<file path="src/rtl/fifo_axis_pkg.sv">
// Shared constants for the FIFO-to-AXI4-Stream reader.
//   DATA_W_DEF : default data width of the FIFO read port and the stream
//   BUF_DEPTH  : output skid-buffer entries (the credit logic assumes 2)
//   OCC_W      : width of the skid-buffer occupancy count
//   BEAT_CNT_W : width of the free-running handshaken-beat counter
//   PKT_CNT_W  : width of the beat-within-packet counter (BURST_LEN <= 65535)
package fifo_axis_pkg;

    localparam int DATA_W_DEF = 128;
    localparam int BUF_DEPTH  = 2;
    localparam int OCC_W      = 2;
    localparam int BEAT_CNT_W = 32;
    localparam int PKT_CNT_W  = 16;

    // Read credit: (occ + inflight - pop) < BUF_DEPTH, rearranged as
    // occ + inflight < BUF_DEPTH + pop so the arithmetic never goes negative.
    function automatic logic read_credit(
        input logic [OCC_W-1:0] occ,
        input logic             inflight,
        input logic             pop
    );
        return ({1'b0, occ} + {2'b00, inflight}) < (3'(BUF_DEPTH) + {2'b00, pop});
    endfunction

endpackage

</file>
<file path="src/rtl/fifo_axis_reader_if.sv">
// AXI4-Stream beat channel used by the FIFO reader.
//   tvalid/tdata/tlast : driven by the master (the reader)
//   tready             : driven by the slave (downstream consumer)
interface fifo_axis_reader_if
    import fifo_axis_pkg::*;
#(
    parameter int DATA_W = DATA_W_DEF
);

    logic              tvalid;
    logic              tready;
    logic [DATA_W-1:0] tdata;
    logic              tlast;

    modport master (output tvalid, output tdata, output tlast, input tready);
    modport slave  (input tvalid, input tdata, input tlast, output tready);

endinterface

</file>
<file path="src/rtl/fifo_axis_skid.sv">
// Two-entry in-order skid buffer between the FIFO read data and the stream.
//   clock, rst : clock and synchronous active-high reset
//   push, din  : write din behind the existing entries
//   pop        : drop the head entry (caller guarantees occ != 0)
//   dout       : head (oldest) entry
//   occ        : number of valid entries, 0..2
// A simultaneous push and pop leaves occ unchanged; the new word lands
// behind whatever entry remains after the pop.
module fifo_axis_skid
    import fifo_axis_pkg::*;
#(
    parameter int DATA_W = DATA_W_DEF
) (
    input  logic              clock,
    input  logic              rst,
    input  logic              push,
    input  logic              pop,
    input  logic [DATA_W-1:0] din,
    output logic [DATA_W-1:0] dout,
    output logic [OCC_W-1:0]  occ
);

    logic [OCC_W-1:0] occ_reg;
    logic [OCC_W-1:0] occ_next;
    logic [OCC_W-1:0] wr_idx;

    // The write slot is computed after the pop has shifted the entries down.
    assign wr_idx = pop ? (occ_reg - 2'd1) : occ_reg;

    always_comb begin
        occ_next = occ_reg;
        case ({push, pop})
            2'b10:   occ_next = occ_reg + 2'd1;
            2'b01:   occ_next = occ_reg - 2'd1;
            default: occ_next = occ_reg;
        endcase
    end

    always_ff @(posedge clock) begin
        if (rst) begin
            occ_reg <= '0;
        end else begin
            occ_reg <= occ_next;
        end
    end

    genvar gi;
    generate
        for (gi = 0; gi < BUF_DEPTH; gi++) begin : g_entry
            logic [DATA_W-1:0] data_reg;
            logic [DATA_W-1:0] shift_in;

            if (gi < BUF_DEPTH - 1) begin : g_shift
                assign shift_in = g_entry[gi+1].data_reg;
            end else begin : g_tail
                assign shift_in = data_reg;
            end

            always_ff @(posedge clock) begin
                if (rst) begin
                    data_reg <= '0;
                end else if (push && (wr_idx == OCC_W'(gi))) begin
                    data_reg <= din;
                end else if (pop) begin
                    data_reg <= shift_in;
                end
            end
        end
    endgenerate

    assign dout = g_entry[0].data_reg;
    assign occ  = occ_reg;

endmodule

</file>
<file path="src/rtl/fifo_axis_reader.sv">
// Drains a first-word-fall-through-less FIFO read port (data one cycle after
// the read strobe) onto an AXI4-Stream master, framing BURST_LEN-beat packets.
//   clock, rst  : clock and synchronous active-high reset
//   fifo_empty  : registered FIFO empty flag
//   fifo_rd     : FIFO pop strobe (combinational from tready via the pop term)
//   fifo_dout   : FIFO read data, valid the cycle after fifo_rd
//   m_axis      : stream master (tvalid, tready, tdata, tlast)
//   beat_cnt    : handshaken beats since reset, wrapping at 2^32
module fifo_axis_reader
    import fifo_axis_pkg::*;
#(
    parameter int DATA_W    = DATA_W_DEF,
    parameter int BURST_LEN = 16,
    parameter int BUF_DEPTH = 2
) (
    input  logic                  clock,
    input  logic                  rst,
    input  logic                  fifo_empty,
    output logic                  fifo_rd,
    input  logic [DATA_W-1:0]     fifo_dout,
    fifo_axis_reader_if.master    m_axis,
    output logic [BEAT_CNT_W-1:0] beat_cnt
);

    generate
        if (BUF_DEPTH != fifo_axis_pkg::BUF_DEPTH || BURST_LEN < 1 || BURST_LEN > 65535) begin : g_param_check
            $error("fifo_axis_reader: BUF_DEPTH must be 2 and BURST_LEN 1..65535");
        end
    endgenerate

    localparam logic [PKT_CNT_W-1:0] LAST_IDX = PKT_CNT_W'(BURST_LEN - 1);

    logic                  rd_en_reg;     // low for one cycle after reset
    logic                  inflight_reg;  // read issued last cycle, data on fifo_dout now
    logic [PKT_CNT_W-1:0]  pkt_cnt_reg;
    logic [BEAT_CNT_W-1:0] beat_cnt_reg;
    logic [OCC_W-1:0]      occ;
    logic [DATA_W-1:0]     head;
    logic                  pop;

    fifo_axis_skid #(
        .DATA_W (DATA_W)
    ) u_skid (
        .clock (clock),
        .rst   (rst),
        .push  (inflight_reg),
        .pop   (pop),
        .din   (fifo_dout),
        .dout  (head),
        .occ   (occ)
    );

    assign m_axis.tvalid = (occ != '0);
    assign m_axis.tdata  = head;
    assign m_axis.tlast  = (pkt_cnt_reg == LAST_IDX) & m_axis.tvalid;
    assign pop           = m_axis.tvalid & m_axis.tready;

    // Counting the beat leaving this cycle lets reads continue back to back
    // while the buffer sits at one entry plus one in flight.
    assign fifo_rd  = rd_en_reg & ~fifo_empty & read_credit(occ, inflight_reg, pop);
    assign beat_cnt = beat_cnt_reg;

    always_ff @(posedge clock) begin
        if (rst) begin
            rd_en_reg    <= 1'b0;
            inflight_reg <= 1'b0;
            pkt_cnt_reg  <= '0;
            beat_cnt_reg <= '0;
        end else begin
            rd_en_reg    <= 1'b1;
            inflight_reg <= fifo_rd;
            if (pop) begin
                pkt_cnt_reg  <= (pkt_cnt_reg == LAST_IDX) ? '0 : pkt_cnt_reg + 1'b1;
                beat_cnt_reg <= beat_cnt_reg + 1'b1;
            end
        end
    end

endmodule

</file>
<file path="src/flat_wrapper.sv">
// flat-port wrapper written by rule: the top's interface ports become plain ports
module fifo_axis_reader_flat import fifo_axis_pkg::*;
#(
    parameter int DATA_W    = DATA_W_DEF,
    parameter int BURST_LEN = 16,
    parameter int BUF_DEPTH = 2
)
  (clock, rst, fifo_empty, fifo_rd, fifo_dout, beat_cnt, m_axis_tvalid, m_axis_tdata, m_axis_tlast, m_axis_tready);
  fifo_axis_reader_if #(.DATA_W(DATA_W)) m_axis_i ();
  input  logic clock;
  input  logic rst;
  input  logic fifo_empty;
  output logic fifo_rd;
  input  logic [DATA_W-1:0] fifo_dout;
  output logic [BEAT_CNT_W-1:0] beat_cnt;
  output wire logic [$bits(m_axis_i.tvalid)-1:0] m_axis_tvalid;
  output wire logic [$bits(m_axis_i.tdata)-1:0] m_axis_tdata;
  output wire logic [$bits(m_axis_i.tlast)-1:0] m_axis_tlast;
  input wire logic [$bits(m_axis_i.tready)-1:0] m_axis_tready;
  assign m_axis_tvalid = m_axis_i.tvalid;
  assign m_axis_tdata = m_axis_i.tdata;
  assign m_axis_tlast = m_axis_i.tlast;
  assign m_axis_i.tready = m_axis_tready;
  fifo_axis_reader #(.DATA_W(DATA_W), .BURST_LEN(BURST_LEN), .BUF_DEPTH(BUF_DEPTH)) u_core (.clock(clock), .rst(rst), .fifo_empty(fifo_empty), .fifo_rd(fifo_rd), .fifo_dout(fifo_dout), .m_axis(m_axis_i), .beat_cnt(beat_cnt));
endmodule
</file>
<file path="config.mk">
export PLATFORM = sky130hd
export DESIGN_NAME = fifo_axis_reader_flat
export DESIGN_NICKNAME = d
export VERILOG_FILES = /design/src/rtl/fifo_axis_pkg.sv /design/src/rtl/fifo_axis_reader_if.sv /design/src/rtl/fifo_axis_skid.sv /design/src/rtl/fifo_axis_reader.sv /design/src/flat_wrapper.sv
export SDC_FILE = /design/constraint.sdc
export NUM_CORES = 1
export LEC_CHECK = 0
export CORE_ASPECT_RATIO = 0.6
export CORE_MARGIN = 2
export CORE_UTILIZATION = 54
export CTS_CLUSTER_DIAMETER = 120
export CTS_CLUSTER_SIZE = 8
export DETAILED_ROUTE_END_ITERATION = 8
export GPL_TIMING_DRIVEN = 0
export MAX_ROUTING_LAYER = met4
export PLACE_DENSITY = 0.89
export SLEW_MARGIN = 20
export SYNTH_ARGS = -nofsm -noshare
export SYNTH_HDL_FRONTEND = slang
export SYNTH_SLANG_ARGS = --single-unit
</file>
<file path="constraint.sdc">
create_clock -name clock -period 4.3 [get_ports clock]
set_input_delay 0.43 -clock clock [delete_from_list [all_inputs] [get_ports clock]]
set_output_delay 0.43 -clock clock [all_outputs]
set_load 0.01 [all_outputs]
</file>
* Yosys cells after proc, flatten, opt, wreduce, memory -nomap -nowiden
Index checks and enable logic that the tools add are counted.
W data, S select, Z words.
** Storage, ports and cells
- Register bits :: 308
- Bits of input ports :: 132
- Output and inout bits :: 163
- Logic and storage cells :: 35
** Cells by class
- $add $sub $neg :: 6
- Magnitude comparators :: 1
- Eq/ne operators :: 4
- Muxes and demuxes :: 6
- Bitwise logic cells :: 5
- Reductions and logical operators :: 6
** Operators by type and width (count)
- $mux W128 :: 2
- $add A32 B1 Y32 const B :: 1
- $add A16 B1 Y16 const B :: 1
- $eq A16 B4 Y1 const B :: 1
- $mux W16 :: 1
- $reduce_bool A2 Y1 :: 3
- $and A1 B1 Y1 :: 4
- $eq A2 B1 Y1 const B :: 2
- $pmux W2 S2 :: 1
- $add A2 B1 Y3 :: 1
- $add A2 B1 Y3 const A :: 1
- $lt A3 B3 Y1 :: 1
- $add A2 B1 Y2 const B :: 1
- $eq A2 B2 Y1 const B :: 1
- $logic_and A1 B1 Y1 :: 2
- $logic_not A2 Y1 :: 1
- $mux W2 :: 1
- $sub A2 B1 Y2 const B :: 1
- $mux W1 :: 1
- $not A1 Y1 :: 1

* Longest topological paths before layout
Gate-level depths: netlist of the first run.
- Depth after elaboration :: 6
- Depth in mapped cells :: 10
- Gate-level depth less buffers :: 7

* Cells and area by module
From an unflattened synthesis of the first run, not the netlist that was laid out.
** Second synthesis, totals
- Cell total of the unflattened synthesis :: 1435
- Area total of the unflattened synthesis :: 13982.2 sq um
** By module, submodules not included
- fifo_axis_skid :: times used 1, cells an instance 1155, area each 11581.1 sq um, sequential area each 5165.0 sq um
- fifo_axis_reader :: times used 1, cells an instance 280, area each 2401.1 sq um, sequential area each 1001.0 sq um

* Worst setup path before layout of the first run
OpenSTA, ideal clock, no wires.
- Path type :: register -> register
- Start point :: register u_core.u_skid.occ_reg[0], in the netlist u_core.u_skid.occ[0]
- End point :: register u_core.beat_cnt_reg[31], in the netlist u_core.beat_cnt[31]
- Arrival :: 2.105 ns
- Setup slack :: 2.074 ns
- Cell stages (with the launch flop) :: 9
- Path buffers :: 1
- Period minus slack after synthesis :: 2.226 ns
- Path through :: dfxtp_1 -> inv_1 -> ha_1 -> nand4b_1 -> or4_1 -> buf_6 -> nand2b_4 -> nor4_1 -> mux2_2
** On the way
- Longest elaborated chain between the ends :: 2
** RTL lines
- from (decl) :: line fifo_axis_skid.sv:23 : logic [OCC_W-1:0] occ_reg;
- from (signal assigned) :: line fifo_axis_skid.sv:43 : occ_reg <= occ_next;
- $reduce_bool A2 Y1 :: line fifo_axis_reader.sv:53 : assign m_axis.tvalid = (occ != '0);
- $and A1 B1 Y1 :: line fifo_axis_reader.sv:56 : assign pop = m_axis.tvalid & m_axis.tready;
- to (signal assigned) :: line fifo_axis_reader.sv:74 : beat_cnt_reg <= beat_cnt_reg + 1'b1;
- to (decl) :: line fifo_axis_reader.sv:36 : logic [BEAT_CNT_W-1:0] beat_cnt_reg;
Every way passes these cells.
A chain may end at the register's enable or synchronous reset.

* Worst setup path after layout of the first run
- Start point :: register u_core.u_skid.occ_reg[0], in the netlist u_core.u_skid.occ[0]
- End point :: output fifo_rd
** On the way
- Longest elaborated chain between the ends :: 5
** RTL lines
- $reduce_bool A2 Y1 :: line fifo_axis_reader.sv:53
- $and A1 B1 Y1 :: line fifo_axis_reader.sv:56
- $add A2 B1 Y3 :: line fifo_axis_pkg.sv:22 : return ({1'b0, occ} + {2'b00, inflight}) < (3'(BUF_DEPTH) + {2'b00, pop});
- $lt A3 B3 Y1 * :: line fifo_axis_pkg.sv:22
- $and A1 B1 Y1 * :: line fifo_axis_reader.sv:60 : assign fifo_rd = rd_en_reg & ~fifo_empty & read_credit(occ, inflight_reg, pop);
- to (decl) :: line flat_wrapper.sv:13 : output logic fifo_rd;
Mark *: on every way between the ends. The rest lies on a longest branch, timed or not.

==> run metrics, run 1 <==
Max Slew Vio Count 0; Clock Latency Late Sink 0.53 ns; minimum clock period 3.35 ns; Max FO, Critical Path 10; first-pass GRT wire length 62,000 um; Synth Net Count between 1.5k and 2k; register area 0.00617 mm^2; clock buffer depth 3; largest net degree at the start of global routing 12; DP HPWL roughly 28,000 um; Required @ worst endpoint 3.87 ns; max_slew headroom 0.366; register area share after synthesis 0.499; Post-synth EDFFs 0; Worst Setup End Kind output port; ys flop type dfxtp_1; number of routed nets with antenna violations 0; Critical Path Start u_core.u_skid.occ[0]; fraction of registers with async set/reset 0; Clk pin slew, worst setup/hold paths 0.05 ns; drt first pass iters 7; R2R Path Start u_core.u_skid.occ[0]; worst path cell trace inv_1 -> ha_1 -> nand2b_1 -> clkbuf_1 -> o21ai_0 -> and3_1 -> clkdlybuf4s50_1; post-DR wirelength/cell approximately 19 um; CTS tree built; fill count approximately 1.6k; Power, Total about 8 mW; VDD IR max 0.309 mV; Fmax between 200 and 300 MHz; Synth Instances 1,409; Critical Path Start Type register; Via-to-Cell Ratio between 5 and 6; worst slew pin tran 0.952 ns; die width 199 um; post-CTS setup repair buffer count 0; initial antenna violation count 2; r2r setup slk 1.24 ns; vias between 10k and 15k; Distinct cells, synth 36; CP max-delay cell clkdlybuf4s50_1; vias in the first global route 11.9k; Yosys warning total 0; Congestion Overflow GR 0; crit path DAT 2.92 ns; Worst Hold Class in2reg; nets ~1.9k; WP buf/inv 3; status completed; Routability Congestion 0.964; Core Rows 42; CTS Buf Count 44; CTS H-tree depth 2; synthesized flop and latch total 308; Post-Route WL 39,700 um; clk_skew 0.0150 ns; max incr delay on CP 0.58 ns; Global Route Usage Sum 0.335; core area ~0.022 mm^2; CTS root buf clkbuf_16; buffers added on ports 293; final setup TNS 0 ns; io pins 295; cts hold-fix bufs 0; multi-input logic area about 0.0057 mm^2; PD cells approximately 470 mW/mm^2; Die Area ~0.024 mm^2; Setup CP Type reg2out; Hold Vio Cnt, Final 0; Remaining DRCs 0; share of cells above drive strength 1 0.0503; Initial Utilization 0.555; chip height 121 um; final setup violation count 0; Leak Pwr 6.84 nW; CP delay by family, top buffers and inverters; cts repair resizes 0; CTS Sinks ~300; launch point of the worst hold path rst; RSZ-0062 raised after global routing false; synthesized cell area 0.0124 mm^2; Mapped Avg Cell Area slightly below 9 um^2; area grow syn2layout 36.4%; fin crit share 0.779; DRT iter0 DRCs between 900 and 1k; MaxCap Viol Count 0
[layout make-up]
| cell class | instances | share of cell area |
|---|---|---|
| Inverter | 9 | 0.00200 |
| Clock buffer | 45 | 0.0668 |
| Tap cell | 308 | 0.0228 |
| Multi-Input combinational cell | 980 | 0.337 |
| Antenna cell | 4 | 0.000593 |
| Clock inverter | 3 | 0.00282 |
| Timing Repair Buffer | 293 | 0.174 |
| Buffer | 112 | 0.0288 |
| Sequential cell | 308 | 0.366 |
[metal layers]
metal  share of wire  global-route usage
met1            0.43               0.453
met2            0.44               0.500
met3            0.11              0.0778
met4           0.023               0.106
met5               0                   -
[power by group]
| group | internal (mW) | switching (mW) | total, mW |
|---|---|---|---|
| sequential | 3.08 | 0.151 | 3.23 |
| clock | 1.89 | 1.18 | 3.07 |
| combinational | 0.673 | 0.957 | 1.63 |
| total | 5.65 | 2.29 | 7.93 |
[cell usage in the layout (no fill, tap or decap), types with 2 or more instances in the layout]
master	count
a21oi_1	4
buf_2	27
clkbuf_1	77
and4_1	3
nand4_2	3
clkbuf_16	45
or3_1	2
nand3_1	17
xor2_1	20
nor4_1	10
o21ai_0	4
and3_1	10
inv_1	9
nor3_1	11
clkdlybuf4s50_1	293
nor2_1	307
inv_6	2
diode_2	4
buf_6	2
ha_1	5
a311oi_1	129
buf_1	4
o21ai_1	2
mux2i_1	128
nand2_1	275
or4_1	2
nor2b_1	2
xnor2_1	25
dfxtp_1	308
nor4_4	4
nand4_1	10
[metrics by stage]
stage	cells	util	cell area, um^2	setup WS (ns)	hold WS [ns]
after floorplan	1409	-	12400	2.07	0.449
after global placement	2010	0.704	15700	1.16	0.459
after detailed placement	2010	0.704	15700	1.12	0.468
after CTS	2058	0.757	16900	0.912	0.232
after global routing	2060	0.757	16900	0.800	0.255
final	2062	0.757	16900	0.950	0.241
[cell usage after synthesis (2+ instances only)]
master,instances,area [um^2]
a21oi_1,4,20.0
a311oi_1,129,1130
and3_1,10,62.6
and4_1,3,26.3
buf_1,4,15.0
buf_2,27,135
buf_6,2,22.5
clkbuf_1,77,289
dfxtp_1,308,6170
ha_1,5,62.6
inv_1,9,33.8
mux2i_1,128,1280
nand2_1,275,1030
nand3_1,17,85.1
nand4_1,10,62.6
nand4_2,3,37.5
nor2_1,307,1150
nor2b_1,2,12.5
nor3_1,11,55.1
nor4_1,10,62.6
nor4_4,4,85.1
o21ai_0,4,20.0
o21ai_1,2,10.0
or3_1,2,12.5
or4_1,2,15.0
xnor2_1,25,219
xor2_1,20,175
[path summary, 6_finish.rpt]
path | to | cells after the start
max | fifo_rd | 7
min | u_core.rd_en_reg | 2
max reg2reg | u_core.u_skid.dout[78] | 8
min reg2reg | u_core.u_skid.dout[99] | 2
[kinds of logic (layout without fill, tap and decap cells)]
logic type | Yosys count | after routing | share of synthesized area
AND/OR/NAND/NOR | 661 | 661 | 0.222
multiplexers | 129 | 129 | 0.105
buffers and inverters | 121 | 462 | 0.0420
AO/OA/AOI/OAI | 140 | 140 | 0.0960
flip-flops | 308 | 308 | 0.499
XOR/XNOR | 45 | 45 | 0.0319
other | 0 | 4 | 0
adder cells (fa/ha/maj) | 5 | 5 | 0.00506
(Power assumes the default switching activity.)
==> run 2, diff against run 1 <==
Settings changed: CORE_UTILIZATION 54 to 50, PLACE_DENSITY 0.89 to 0.83.
Clock period 4.3 ns to 3.5 ns, I/O delays scaled along.
==> run 2 against run 1 <==
Compared with the run above: the flow now finishes with violations (DRC); clock power up 23%; sequential cell count unchanged; clock skew up 0.0051 ns; non-clock buffer count unchanged; power up 23%; via count down 1.0%; critical path depth unchanged; global-route usage down 2.9 points; sequential share of layout area about the same; worst hold slack worse by 0.040 ns; critical path type unchanged.
==> run metrics, run 2 (synthesized netlist as in run 1, its figures left out) <==
status finished with violations (was completed); failing checks DRC; max_slew headroom 0.366 (about the same); cts repair resizes 0 (unchanged); buffers added on ports 293 (unchanged); CP max-delay cell clkdlybuf4s50_1 (unchanged); Global Route Usage Sum 0.306 (was 0.335); fill count 1,902 (was 1,556); Clk pin slew, worst setup/hold paths 0.05 ns (about the same); cts hold-fix bufs 0 (unchanged); fin crit share 0.943; CTS Sinks 308 (unchanged); worst path cell trace inv_1 -> ha_1 -> nand2b_1 -> clkbuf_1 -> o21ai_0 -> and3_1 -> clkdlybuf4s50_1 (unchanged); worst slew pin tran 0.952 ns (about the same); io pins 295 (unchanged); VDD IR max 0.402 mV (was 0.309 mV); Worst Setup End Kind output port (unchanged); Die Area 0.0260 mm^2 (was 0.0242 mm^2); nets 1,885 (unchanged); CTS root buf clkbuf_16 (unchanged); Power, Total 9.76 mW (was 7.93 mW); Finished Layout Cells 2,072 (was 2,062); clk_skew 0.0201 ns (was 0.0150 ns); R2R Path Start u_core.u_skid.occ[0] (unchanged); final worst slack 0.201 ns (was 0.950 ns); Setup CP Type reg2out (unchanged); most frequent cells in the layout dfxtp_1, nor2_1, clkdlybuf4s50_1, nand2_1, a311oi_1 (unchanged); post-DR wirelength/cell 19.3 um (about the same); DRT iter0 DRCs 953 (was 995); first-pass GRT wire length 62,500 um (was 62,000 um); Remaining DRCs 1 (was 0); Post-Route WL 39,900 um (was 39,700 um); max incr delay on CP 0.57 ns (was 0.58 ns); CTS tree built (unchanged); placed cells 2,024 (was 2,010); drt first pass iters 9 (was 7); Congestion Overflow GR 0 (unchanged); ANT cells 0 (was 4); launch point of the worst hold path rst (unchanged); core area 0.0242 mm^2 (was 0.0223 mm^2); largest net degree at the start of global routing 12 (unchanged); share of cells above drive strength 1 0.0503 (unchanged); CTS Buf Count 44 (unchanged); MaxCap Viol Count 0 (unchanged); final setup violation count 0 (unchanged); Hold Vio Cnt, Final 0 (unchanged); WHS 0.201 ns (was 0.241 ns); Initial Utilization 0.511 (was 0.555); RSZ-0062 raised after global routing false (unchanged); initial antenna violation count 1 (was 2); PD cells 578 mW/mm^2 (was 470 mW/mm^2); Worst Hold Class in2reg (unchanged); Fmax just over 300 MHz; leading cell type in the layout, fill and taps excluded dfxtp_1 (unchanged); clock buffer depth 3 (unchanged); minimum clock period 3.30 ns; post-CTS setup repair buffer count 0 (unchanged); chip height 126 um (was 121 um); number of routed nets with antenna violations 0 (unchanged); area grow syn2layout 36.5% (was 36.4%); Via-to-Cell Ratio 5.69 (was 5.78); Critical Path Start u_core.u_skid.occ[0] (unchanged); vias 11.8k (was 11.9k); final setup TNS 0 ns (unchanged); Routability Congestion 0.876 (was 0.964); CTS H-tree depth 2 (unchanged); die width 207 um (was 199 um); pre-CTS WS 0.379 ns (was 1.12 ns); WP buf/inv 3 (unchanged); vias in the first global route 11.3k (was 11.9k); Max FO, Critical Path 10 (unchanged); Max Slew Vio Count 0 (unchanged); crit path DAT 2.95 ns (was 2.92 ns); CP delay by family, top buffers and inverters (unchanged); Core Rows 44 (was 42); Critical Path Start Type register (unchanged); DP HPWL 28,000 um (about the same); register area 0.00617 mm^2 (unchanged); Required @ worst endpoint 3.15 ns (was 3.87 ns); multi-input logic area 0.00568 mm^2 (unchanged); Leak Pwr 6.84 nW (about the same); Clock Latency Late Sink 0.54 ns (was 0.53 ns)
run 2: cell count changes in the layout (fill, tap and decap cells not counted):
cell     before  now
diode_2       4    0
run 2: cell type report:
cell class,instances,area share
Sequential cell,308,0.365
Multi-Input combinational cell,980,0.337
Timing Repair Buffer,293,0.174
Clock buffer,45,0.0667
Buffer,112,0.0288
Tap cell,322,0.0239
Clock inverter,3,0.00282
Inverter,9,0.00200
run 2: path summary, 6_finish.rpt:
kind / end / slack [ns] / cells past startpoint
worst max-delay path: fifo_rd / 0.20 / 7
worst min-delay path: u_core.rd_en_reg / 0.20 / 2
worst max register to register: u_core.u_skid.g_entry[0].shift_in[20] / 0.37 / 10
worst min register to register: u_core.u_skid.dout[73] / 0.46 / 2
run 2: routing by layer:
metal	track usage	wire length, um	up-vias	part of all wire
met5	-	0	-	0
met4	0.0718	686	0	0.017
met3	0.0658	3730	63	0.093
met2	0.453	17500	592	0.44
met1	0.430	18000	5666	0.45
li1	-	-	5475	-
run 2: worst register-to-register path: stages, from the launching register on:
cell and delay (ns):
dfxtp_1 0.42, inv_1 0.10, ha_1 0.28, nor2b_1 0.13
clkbuf_1 0.33, nor3_1 0.08, o21ai_1 0.17, clkbuf_1 0.64
buf_2 0.46, mux2i_1 0.33, nor2_1 0.07
run 2: report_power, final:
group	internal, mW	switching, mW	total (mW)
combinational	0.827	1.18	2.00
clock	2.32	1.47	3.79
sequential	3.79	0.182	3.97
run 2: per-stage QoR:
stage	util	cell area, um^2
2_1_floorplan	-	12400
3_3_place_gp	0.648	15700
3_5_place_dp	0.648	15700
4_1_cts	0.697	16900
5_1_grt	0.697	16900
6_report	0.697	16900
==> run 3, diff against run 2 <==
Settings changed: ABC_AREA from default to 1, CORE_UTILIZATION 50 to 51, MAX_ROUTING_LAYER met4 to default.
==> run 3 against run 2 <==
Compared with the run above: the run now ends clean; register-to-register slack improved by 0.39 ns; area after synthesis increased by 12%; routed wire length increased by 14%; non-clock buffer count grew 7; clock power barely moved; worst hold slack better by 0.23 ns; final cell count increased by 40%; global-route usage is 0.42 points higher; largest cell class is now multi-input combinational cells; largest power group unchanged; highest routed layer unchanged; sequential cell count did not move.
==> run metrics, run 3 <==
post-CTS setup repair buffer count 0 (unchanged); Commonest cells post-synth nand2_1, nor2_1, dfxtp_1, inv_1, o21ai_0 (was dfxtp_1, nor2_1, nand2_1, a311oi_1, mux2i_1); CTS Buf Count 44 (unchanged); Hold Vio Cnt, Final 0 (unchanged); area grow syn2layout 33.1% (was 36.5%); Reg2Reg Depth 10 (unchanged); final worst slack 0.110 ns (was 0.201 ns); largest net degree at the start of global routing 20 (was 12); Worst Hold End u_core.u_skid.dout[126] (was u_core.rd_en_reg); final setup TNS 0 ns (unchanged); area leader, netlist dfxtp_1 (unchanged); post-DR wirelength/cell 15.7 um (was 19.3 um); Initial Utilization 0.521 (was 0.511); ys flop type dfxtp_1 (unchanged); Routability Congestion 0.923 (was 0.876); synthesized cell area 0.0138 mm^2 (was 0.0124 mm^2); R2R Path Start u_core.u_skid.occ[1] (was u_core.u_skid.occ[0]); VDD IR max 0.339 mV (was 0.402 mV); Fmax 295 MHz (was 303 MHz); core area 0.0265 mm^2 (was 0.0242 mm^2); Core Rows 46 (was 44); io pins 295 (unchanged); R2R Path End u_core.u_skid.g_entry[0].shift_in[57] (was u_core.u_skid.g_entry[0].shift_in[20]); crit path DAT 3.04 ns (was 2.95 ns); CTS H-tree depth 2 (unchanged); cts hold-fix bufs 0 (unchanged); Post-synth EDFFs 0 (unchanged); most frequent cells in the layout nand2_1, nor2_1, dfxtp_1, clkdlybuf4s50_1, inv_1 (was dfxtp_1, nor2_1, clkdlybuf4s50_1, nand2_1, a311oi_1); Global Route Usage Sum 0.311 (was 0.306); Mapped Avg Cell Area 6.27 um^2 (was 8.78 um^2); Congestion Overflow GR 0 (unchanged); register area share after synthesis 0.447 (was 0.499); chip height 131 um (was 126 um); CTS tree built (unchanged); Critical Path Start Type register (unchanged); hold depth 3 (was 2); Distinct cells, synth 28 (was 36); buffers added on ports 294 (was 293); final cell area excluding filler cells 0.0184 mm^2 (was 0.0169 mm^2); number of routed nets with antenna violations 0 (unchanged); CTS Sinks 308 (unchanged); clk_skew 0.0254 ns (was 0.0201 ns); MaxCap Viol Count 0 (unchanged); Max FO, Critical Path 19 (was 10); fill count 2,240 (was 1,902); Die Area 0.0284 mm^2 (was 0.0260 mm^2); WHS 0.428 ns (was 0.201 ns); Clock Latency Late Sink 0.54 ns (about the same); status completed (was finished with violations); fin crit share 0.969 (was 0.943); Synth Net Count 2,338 (was 1,546); Worst Hold Class in2reg (unchanged); DP HPWL 32,700 um (was 28,000 um); Leak Pwr 8.41 nW (was 6.84 nW); share of cells above drive strength 1 0.0409 (was 0.0503); drt first pass iters 5 (was 9); final setup violation count 0 (unchanged); vias 14.8k (was 11.8k); RSZ-0062 raised after global routing false (unchanged); CTS root buf clkbuf_16 (unchanged); most frequent cell after synthesis nand2_1 (was dfxtp_1); Synth Instances 2,201 (was 1,409); fraction of registers with async set/reset 0 (unchanged); pre-CTS WS 0.250 ns (was 0.379 ns); nets 2,677 (was 1,885); PD cells 603 mW/mm^2 (was 578 mW/mm^2); initial antenna violation count 3 (was 1); Setup CP Type reg2out (unchanged); minimum clock period 3.39 ns (was 3.30 ns); cts repair resizes 0 (unchanged); leading cell type in the layout, fill and taps excluded nand2_1 (was dfxtp_1); first-pass GRT wire length 70,800 um (was 62,500 um); die width 216 um (was 207 um); Via-to-Cell Ratio 5.09 (was 5.69); Yosys warning total 0 (unchanged); synthesized flop and latch total 308 (unchanged); r2r setup slk 0.76 ns (was 0.37 ns); DRT iter0 DRCs 1,210 (was 953); Synth top area share 0.447 (was 0.499); launch point of the worst hold path fifo_dout[126] (was rst); Remaining DRCs 0 (was 1); Post-Route WL 45,500 um (was 39,900 um); dpl cell area 0.0172 mm^2 (was 0.0157 mm^2); Clk pin slew, worst setup/hold paths 0.05 ns (about the same); synth top area cells dfxtp_1, nand2_1, nor2_1 (was dfxtp_1, mux2i_1, nor2_1); vias in the first global route 13.7k (was 11.3k); clock buffer depth 3 (unchanged); max_slew headroom 0.408 (was 0.366); Max Slew Vio Count 0 (unchanged); Required @ worst endpoint 3.15 ns (about the same); worst slew pin tran 0.888 ns (was 0.952 ns); Worst Setup End Kind output port (unchanged)
-- run 3: cell families after synthesis --
logic type               Yosys count  synth area share
AO/OA/AOI/OAI                    165            0.0606
XOR/XNOR                          13           0.00825
adder cells (fa/ha/maj)            5           0.00453
buffers and inverters            302            0.0891
flip-flops                       308             0.447
AND/OR/NAND/NOR                 1408             0.391
-- run 3: final cells by class --
class,count,area (um^2),share of cell area
timing repair buffer,294,2940,0.160
antenna,3,7.51,0.000409
inverter,183,687,0.0374
buffer,118,539,0.0294
clock buffer,45,1130,0.0613
multi-input combinational,1591,6400,0.349
clock inverter,3,47.5,0.00259
tap,360,450,0.0245
sequential,308,6170,0.336
-- run 3: worst max-delay path by stage --
| stage | end | slack (ns) | from |
|---|---|---|---|
| after floorplan | fifo_rd | 1.51 | u_core.u_skid.occ[1] |
| after global placement | fifo_rd | 0.32 | m_axis_tready |
| after detailed placement | fifo_rd | 0.25 | m_axis_tready |
| after CTS | fifo_rd | 0.15 | u_core.u_skid.occ[1] |
| after global routing | fifo_rd | 0.03 | u_core.u_skid.occ[1] |
| final | fifo_rd | 0.11 | u_core.u_skid.occ[1] |
-- run 3: through the flow --
stage	total power, mW	cells	utilization
detailed placement	7.28	2855	0.649
global route	11.6	2904	0.694
global placement	7.17	2855	0.649
floorplan	5.93	2201	-
finish	11.1	2905	0.694
CTS	11.1	2902	0.693
-- run 3: worst max-delay path: stages (launching register included) --
cell and delay [ns]:
dfxtp_1 0.39, inv_1 0.09, ha_1 0.24, inv_2 0.11
nand2_4 0.19, clkbuf_1 0.32, o21ai_0 0.27, inv_1 0.09
nor3_1 0.20, clkdlybuf4s50_1 0.58
-- run 3: metal layers --
metal | track usage | share of wire | up-vias
met5 | 0 | 0 | -
met4 | 0.0875 | 0.023 | 0
met1 | 0.428 | 0.44 | 6764
li1 | - | - | 7281
met3 | 0.0690 | 0.098 | 82
met2 | 0.490 | 0.44 | 667
-- run 3: power breakdown --
part           switching (mW)  total [mW]  internal (mW)
clock network            1.47        3.79           2.32
logic                    1.87        3.08           1.21
registers               0.256        4.20           3.94
